## config.mk

```make
export PLATFORM = sky130hd
export DESIGN_NAME = load_fmap_ring_flat
export DESIGN_NICKNAME = d
export VERILOG_FILES = /design/src/rtl/load_fmap_ring_if.sv /design/src/rtl/load_fmap_ring.sv /design/src/flat_wrapper.sv
export SDC_FILE = /design/constraint.sdc
export NUM_CORES = 2
export LEC_CHECK = 0
export CAP_MARGIN = 20
export CORE_ASPECT_RATIO = 1.25
export CORE_UTILIZATION = 45
export CTS_CLUSTER_DIAMETER = 30
export DETAILED_ROUTE_END_ITERATION = 10
export PLACE_DENSITY = 0.7
export SLEW_MARGIN = 20
export SYNTH_ARGS = -nofsm -noshare
export SYNTH_HDL_FRONTEND = slang
export SYNTH_MEMORY_MAX_BITS = 65536
export SYNTH_SLANG_ARGS = --single-unit
```

## constraint.sdc

```tcl
create_clock -name clk -period 6.7 [get_ports clk]
set_input_delay 1.005 -clock clk [delete_from_list [all_inputs] [get_ports clk]]
set_output_delay 1.005 -clock clk [all_outputs]
set_load 0.01 [all_outputs]
```

## src/rtl/load_fmap_ring_if.sv

```systemverilog
// load_fmap_ring_if: multi-lane feature-map beat bus with valid/ready handshake
interface load_fmap_ring_if #(
    parameter int DATA_WIDTH = 16,
    parameter int LANES = 2
);
    logic [LANES*DATA_WIDTH-1:0] fmap_in;
    logic fmap_in_valid;
    logic fmap_in_ready;
    modport master (output fmap_in, fmap_in_valid, input fmap_in_ready);
    modport slave (input fmap_in, fmap_in_valid, output fmap_in_ready);
endinterface

```

## src/rtl/load_fmap_ring.sv

```systemverilog
// load_fmap_ring: beat FIFO unpacked word-by-word into a circular scratch pad
// with full-map and credit-released column load modes.
module load_fmap_ring #(
    parameter int DATA_WIDTH = 16,
    parameter int LANES = 2,
    parameter int FIFO_DEPTH_W = 2,
    parameter int ADDR_W = 8
) (
    input  logic clk,
    input  logic rst,
    load_fmap_ring_if.slave bus,
    input  logic load_start,
    input  logic load_mode,
    input  logic [ADDR_W:0] load_len,
    input  logic [ADDR_W:0] ready_thresh,
    input  logic col_release,
    input  logic [ADDR_W:0] release_len,
    input  logic [ADDR_W-1:0] raddr,
    output logic [DATA_WIDTH-1:0] rdata,
    output logic [ADDR_W-1:0] pixel_point,
    output logic busy,
    output logic pad_data_ready,
    output logic pad_full,
    output logic load_done,
    output logic fmap_ready_to_pe
);
    localparam int FD = 1 << FIFO_DEPTH_W;
    localparam int DEPTH = 1 << ADDR_W;
    localparam int LW = LANES > 1 ? $clog2(LANES) : 1;
    typedef enum logic [1:0] {IDLE, RUN, DONE} state_t;
    state_t state, state_n;
    logic [LANES-1:0][DATA_WIDTH-1:0] fifo_mem [FD];
    logic [DATA_WIDTH-1:0] pad [DEPTH];
    logic [FIFO_DEPTH_W:0] wptr, wptr_q, rptr;
    logic [ADDR_W-1:0] head, tail;
    logic [ADDR_W:0] occ, cnt, len, thresh, occ_w, rel;
    logic [LW-1:0] lane;
    logic [DATA_WIDTH-1:0] word;
    logic armed, fifo_empty, fifo_full, push, pop, we, last, start;
    // A pushed beat becomes visible one cycle later, giving the two-edge fill latency
    assign fifo_empty = rptr == wptr_q;
    assign fifo_full = wptr[FIFO_DEPTH_W] != rptr[FIFO_DEPTH_W] &&
                       wptr[FIFO_DEPTH_W-1:0] == rptr[FIFO_DEPTH_W-1:0];
    assign word = fifo_mem[rptr[FIFO_DEPTH_W-1:0]][lane];
    assign start = state == IDLE && load_start;
    assign we = !rst && state == RUN && !fifo_empty && !occ[ADDR_W];
    assign last = cnt + 1'b1 == len;
    assign pop = we && (lane == LW'(LANES - 1) || last);
    assign push = bus.fmap_in_valid && bus.fmap_in_ready;
    assign bus.fmap_in_ready = !fifo_full || pop;
    assign occ_w = occ + (ADDR_W+1)'(we);
    assign rel = !col_release ? '0 : release_len < occ_w ? release_len : occ_w;
    assign busy = state != IDLE;
    assign load_done = state == DONE;
    assign pad_full = occ[ADDR_W];
    assign pad_data_ready = armed && cnt >= thresh;
    always_comb begin
        state_n = state;
        if (start) state_n = load_len == '0 ? DONE : RUN;
        if (state == RUN && we && last) state_n = DONE;
        if (state == DONE) state_n = IDLE;
    end
    always_ff @(posedge clk) begin
        if (rst) state <= IDLE;
        else state <= state_n;
    end
    always_ff @(posedge clk) begin
        if (rst) begin
            wptr <= '0;
            wptr_q <= '0;
            rptr <= '0;
            head <= '0;
            tail <= '0;
            occ <= '0;
            cnt <= '0;
            len <= '0;
            thresh <= '0;
            lane <= '0;
            armed <= 1'b0;
            pixel_point <= '0;
            fmap_ready_to_pe <= 1'b0;
        end else begin
            wptr_q <= wptr;
            if (push) wptr <= wptr + 1'b1;
            if (pop) rptr <= rptr + 1'b1;
            if (start) begin
                len <= load_len;
                thresh <= ready_thresh;
                cnt <= '0;
                lane <= '0;
                armed <= 1'b1;
                fmap_ready_to_pe <= 1'b0;
                pixel_point <= load_mode ? head : '0;
                head <= load_mode ? head : '0;
                tail <= load_mode ? tail + rel[ADDR_W-1:0] : '0;
                occ <= load_mode ? occ_w - rel : '0;
            end else begin
                tail <= tail + rel[ADDR_W-1:0];
                occ <= occ_w - rel;
                if (we) begin
                    head <= head + 1'b1;
                    cnt <= cnt + 1'b1;
                    lane <= pop ? '0 : lane + 1'b1;
                end
                if (state == DONE) fmap_ready_to_pe <= 1'b1;
            end
        end
    end
    // Same-cycle read of the write address returns the old word
    always_ff @(posedge clk) begin
        if (rst) rdata <= '0;
        else rdata <= pad[raddr];
    end
    always_ff @(posedge clk) if (we) pad[head] <= word;
    always_ff @(posedge clk) if (push) fifo_mem[wptr[FIFO_DEPTH_W-1:0]] <= bus.fmap_in;
endmodule

```

## src/flat_wrapper.sv

```systemverilog
// flat-port wrapper written by rule: the top's interface ports become plain ports
module load_fmap_ring_flat 
#(
    parameter int DATA_WIDTH = 16,
    parameter int LANES = 2,
    parameter int FIFO_DEPTH_W = 2,
    parameter int ADDR_W = 8
)
  (clk, rst, load_start, load_mode, load_len, ready_thresh, col_release, release_len, raddr, rdata, pixel_point, busy, pad_data_ready, pad_full, load_done, fmap_ready_to_pe, bus_fmap_in, bus_fmap_in_valid, bus_fmap_in_ready);
  load_fmap_ring_if #(.DATA_WIDTH(DATA_WIDTH), .LANES(LANES)) bus_i ();
  input  logic clk;
  input  logic rst;
  input  logic load_start;
  input  logic load_mode;
  input  logic [ADDR_W:0] load_len;
  input  logic [ADDR_W:0] ready_thresh;
  input  logic col_release;
  input  logic [ADDR_W:0] release_len;
  input  logic [ADDR_W-1:0] raddr;
  output logic [DATA_WIDTH-1:0] rdata;
  output logic [ADDR_W-1:0] pixel_point;
  output logic busy;
  output logic pad_data_ready;
  output logic pad_full;
  output logic load_done;
  output logic fmap_ready_to_pe;
  input wire logic [$bits(bus_i.fmap_in)-1:0] bus_fmap_in;
  input wire logic [$bits(bus_i.fmap_in_valid)-1:0] bus_fmap_in_valid;
  output wire logic [$bits(bus_i.fmap_in_ready)-1:0] bus_fmap_in_ready;
  assign bus_i.fmap_in = bus_fmap_in;
  assign bus_i.fmap_in_valid = bus_fmap_in_valid;
  assign bus_fmap_in_ready = bus_i.fmap_in_ready;
  load_fmap_ring #(.DATA_WIDTH(DATA_WIDTH), .LANES(LANES), .FIFO_DEPTH_W(FIFO_DEPTH_W), .ADDR_W(ADDR_W)) u_core (.clk(clk), .rst(rst), .bus(bus_i), .load_start(load_start), .load_mode(load_mode), .load_len(load_len), .ready_thresh(ready_thresh), .col_release(col_release), .release_len(release_len), .raddr(raddr), .rdata(rdata), .pixel_point(pixel_point), .busy(busy), .pad_data_ready(pad_data_ready), .pad_full(pad_full), .load_done(load_done), .fmap_ready_to_pe(fmap_ready_to_pe));
endmodule
```

==> results.sh <==
export IMPL_outcome="completed"
export IMPL_design_portCount=103
export IMPL_synth_ff_type="sky130_fd_sc_hd__edfxtp_1"
export IMPL_power_leakage_nw=61.0
export IMPL_buffer_ports_inserted=102
export IMPL_num_nets_final=7603
export IMPL_grt_start_max_net_pins=193
export IMPL_crit_start="u_core.state[0]"
export IMPL_cp_required_ns=7.52
export IMPL_timing_final_hold_violations=0
export IMPL_cts_reportedPaths_clkPinSlew_ns=0.05
export IMPL_setup_tns_final_ns=0
export IMPL_critical_path_top_delay_family="compound AO/OA/AOI/OAI gates"
export IMPL_yosysWarningCount=0
export IMPL_syn_avg_cell_area_sq_um=24.3
export IMPL_power_density_nw_per_um2=329
export IMPL_route_antenna_remaining_nets=0
export IMPL_grt_setup_unrepaired="no"
export IMPL_syn_inst_count=6806
export IMPL_synth_seq_cells=4308
export IMPL_max_slew_worst_pin_slew_ns=1.37
export IMPL_wl_um=391000
export IMPL_synth_cell_types=51
export IMPL_synth_async_reset_ratio_pct=0
export IMPL_cts_tree="built"
export IMPL_clock_tree_htree_level_count=6
export IMPL_detail_route_drc_violations=0
export IMPL_critical_path_endpoint_type="flop"
export IMPL_core_area_sq_um=365000
export IMPL_number_of_flops_mapped_to_enable_cells_by_yosys=4224
export IMPL_detailedRoute_firstPassIterationCount=6
export IMPL_holdBufCountCts=0
export IMPL_die_width_um=544
export IMPL_cts_inserted_buffers=565
export IMPL_grt_overflow=0
export IMPL_path_buf_inv=3
export IMPL_full_die_area_sq_um=370000
export IMPL_routed_wire_length_per_instance_um=30.4
export IMPL_die_h_um=680
export IMPL_worst_setup_path_start_kind="flop"
export IMPL_total_of_endpoints_with_negative_setup_slack_in_the_final_report=0
export IMPL_netlist_top_cells_area="sky130_fd_sc_hd__edfxtp_1 (77%), sky130_fd_sc_hd__mux4_2 (19%), sky130_fd_sc_hd__dfxtp_1 (1.0%), sky130_fd_sc_hd__nor2_1 (0.71%), sky130_fd_sc_hd__clkbuf_1 (0.56%)"
export IMPL_cts_setup_buffers=0
export IMPL_grt_usage_pct=21.1
export IMPL_critical_path_slowest_cell="sky130_fd_sc_hd__or4_1"
export IMPL_clock_fmax_mhz=158
export IMPL_synth_fp_nets=6911
export IMPL_syn_cell_area_sq_um=165000
export IMPL_clock_skew_ns=0.0753
export IMPL_ir_drop_mv=0.250
export IMPL_timing_critical_path_arrival_ns=7.16
export IMPL_final_max_slew_violation_count=0
export IMPL_max_stage_delay_ns=0.55
export IMPL_tritoncts_num_sinks=4308
export IMPL_first_global_vias=79400
export IMPL_vias_per_cell=5.96
export IMPL_timing_max_cap_violations=0
export IMPL_synth_seq_area_share_pct=77.8
export IMPL_fraction_of_layout_instances_using_a_drive_strength_above_1_pct=34.8
export IMPL_grt_first_pass_wirelength_um=563000
export IMPL_yosys_area_top_type="sky130_fd_sc_hd__edfxtp_1"
export IMPL_critical_path_max_fanout=8
export IMPL_final_critical_path_setup_slack_ns=0.366
export IMPL_layout_worst_path_cycle_share_pct=94.5
export IMPL_detailroute_via_count=76500
export IMPL_hp_start="u_core.thresh[7]"
export IMPL_yosysTopAreaCellShare_pct=76.7
export IMPL_drt_first_iter_violations=9334
export IMPL_final_cells=12900
export IMPL_layout_min_cycle_time_ns=6.33
export IMPL_dpl_worst_slack_ns=0.0738
export IMPL_worst_r2r_startpoint="u_core.state[0]"
export IMPL_post_cts_resize_count=0
export IMPL_max_slew_margin_pct=8.50
export IMPL_gp_congestion=0.841
export IMPL_dp_hpwl_um=223000
export IMPL_cts_root_buffer_cell="sky130_fd_sc_hd__clkbuf_16"
export IMPL_rows=248
export IMPL_critical_path_class="reg2reg"
export IMPL_start_util_pct=45.3
export IMPL_clk_insertion_delay_late_ns=0.97
export IMPL_dp_cells=11800
export IMPL_number_of_fillers_in_the_final_layout=26600
export IMPL_areaGrowthSynthToFinish_pct=17.4
export IMPL_worst_hold_path_type="reg2reg"
export IMPL_clk_path_buf_depth=4
export IMPL_antenna_found_initial=35
==> worst reg2reg max path, stage by stage (launching register included) <==
cell and delay, ns:
sky130_fd_sc_hd__dfxtp_1 0.38, sky130_fd_sc_hd__inv_1 0.11, sky130_fd_sc_hd__or4_1 0.55, sky130_fd_sc_hd__a31oi_4 0.21
sky130_fd_sc_hd__ha_1 0.23, sky130_fd_sc_hd__and4_1 0.25, sky130_fd_sc_hd__nand3_1 0.12, sky130_fd_sc_hd__xnor2_1 0.25
sky130_fd_sc_hd__inv_1 0.12, sky130_fd_sc_hd__ha_1 0.31, sky130_fd_sc_hd__a21oi_1 0.35, sky130_fd_sc_hd__a41oi_1 0.10
sky130_fd_sc_hd__o21ai_0 0.24, sky130_fd_sc_hd__a21o_1 0.21, sky130_fd_sc_hd__o311ai_2 0.22, sky130_fd_sc_hd__nor2_1 0.19
sky130_fd_sc_hd__buf_4 0.17, sky130_fd_sc_hd__nor2_1 0.04, sky130_fd_sc_hd__or3_1 0.32, sky130_fd_sc_hd__ha_1 0.35
sky130_fd_sc_hd__a21o_1 0.20, sky130_fd_sc_hd__a21oi_1 0.42, sky130_fd_sc_hd__o21ai_0 0.20, sky130_fd_sc_hd__a41o_1 0.28
sky130_fd_sc_hd__a21oi_1 0.17, sky130_fd_sc_hd__xor2_1 0.17, sky130_fd_sc_hd__nor2_1 0.06
==> cells in the mapped netlist, drive strengths merged (25+ instances only) <==
cell / number
clkbuf: 247
mux4: 1392
buf: 129
a21oi: 39
xnor2: 29
nand2: 81
nand3: 32
ha: 31
edfxtp: 4224
dfxtp: 84
nor2: 311
nor2b: 25
inv: 28
==> layout by cell type, fill, tap and decap left out, types with 43 or more instances in the layout <==
cell type                         netlist  routed
sky130_fd_sc_hd__dfxtp_1               84      82
sky130_fd_sc_hd__inv_6                  0     105
sky130_fd_sc_hd__nand2_1               81      81
sky130_fd_sc_hd__clkinvlp_4             0      47
sky130_fd_sc_hd__bufinv_16              0      59
sky130_fd_sc_hd__clkdlybuf4s50_1        0      94
sky130_fd_sc_hd__clkinv_1               0      43
sky130_fd_sc_hd__clkinv_2               0      60
sky130_fd_sc_hd__buf_4                  1     354
sky130_fd_sc_hd__edfxtp_1            4224    4224
sky130_fd_sc_hd__nor2_1               311     311
sky130_fd_sc_hd__clkbuf_1             247      46
sky130_fd_sc_hd__clkbuf_16              0     583
sky130_fd_sc_hd__clkinv_4               0      45
sky130_fd_sc_hd__mux4_2              1392    1392
==> area by class of cell <==
cell class                      instances  area (sq um)  share of cell area [%]
Clock inverter                        401          4460                    2.30
Antenna cell                           12          30.0                  0.0155
Multi-Input combinational cell       2094         35400                    18.3
Inverter                               28           105                  0.0542
Timing Repair Buffer                  501          4620                    2.38
Sequential cell                      4308        129000                    66.2
Clock buffer                          633         14800                    7.63
Tap cell                             4875          6100                    3.14
==> per-layer routing <==
layer	wire length, um	global-route usage, %
met1	144000	27.3
met2	198000	35.2
met3	33100	4.34
met4	15300	8.07
met5	100	0
==> power breakdown <==
group          leakage [nW]  switching [mW]  internal (mW)
Sequential             38.7          0.0735           30.0
Clock                  9.34            11.9           18.6
Combinational          13.0            2.06           1.27
Total                  61.0            14.1           49.8
==> sequential cells by signal, summed over array words and instances (netlist names), 8 cells and up, named ones only <==
register	count
u_core.cnt	9
u_core.occ	9
u_core.fifo_mem	128
u_core.head	8
u_core.pixel_point	8
u_core.pad	4096
u_core.rdata	16
u_core.thresh	9
u_core.len	9
==> stage by stage <==
step / power (mW) / area (sq um) / hold slack (ns) / utilization [%]
after detailed placement: 33.9 / 175000 / 0.445 / 47.8
after global placement: 33.8 / 175000 / 0.444 / 47.8
after CTS: 64.2 / 194000 / 0.455 / 53.1
after global routing: 65.4 / 194000 / 0.482 / 53.1
final: 63.9 / 194000 / 0.454 / 53.1
after floorplan: 32.6 / 165000 / 0.432 / -
==> worst paths after layout <==
path / end / slack [ns] / depth (start not counted)
max reg2reg: u_core.occ[7] / 0.37 / 26
min: u_core.thresh[7] / 0.45 / 2
max: u_core.occ[7] / 0.37 / 26
min reg2reg: u_core.thresh[7] / 0.45 / 2
==> cells by family after synthesis <==
kind of cell / Yosys count / share of synthesized area (%)
flops: 4308 / 77.8
xor+xnor: 49 / 0.260
buf+inv: 404 / 0.959
mux: 1410 / 19.1
simple gates: 502 / 1.28
compound gates: 99 / 0.385
fa+ha+maj: 34 / 0.259
(Power assumes the default switching activity.)
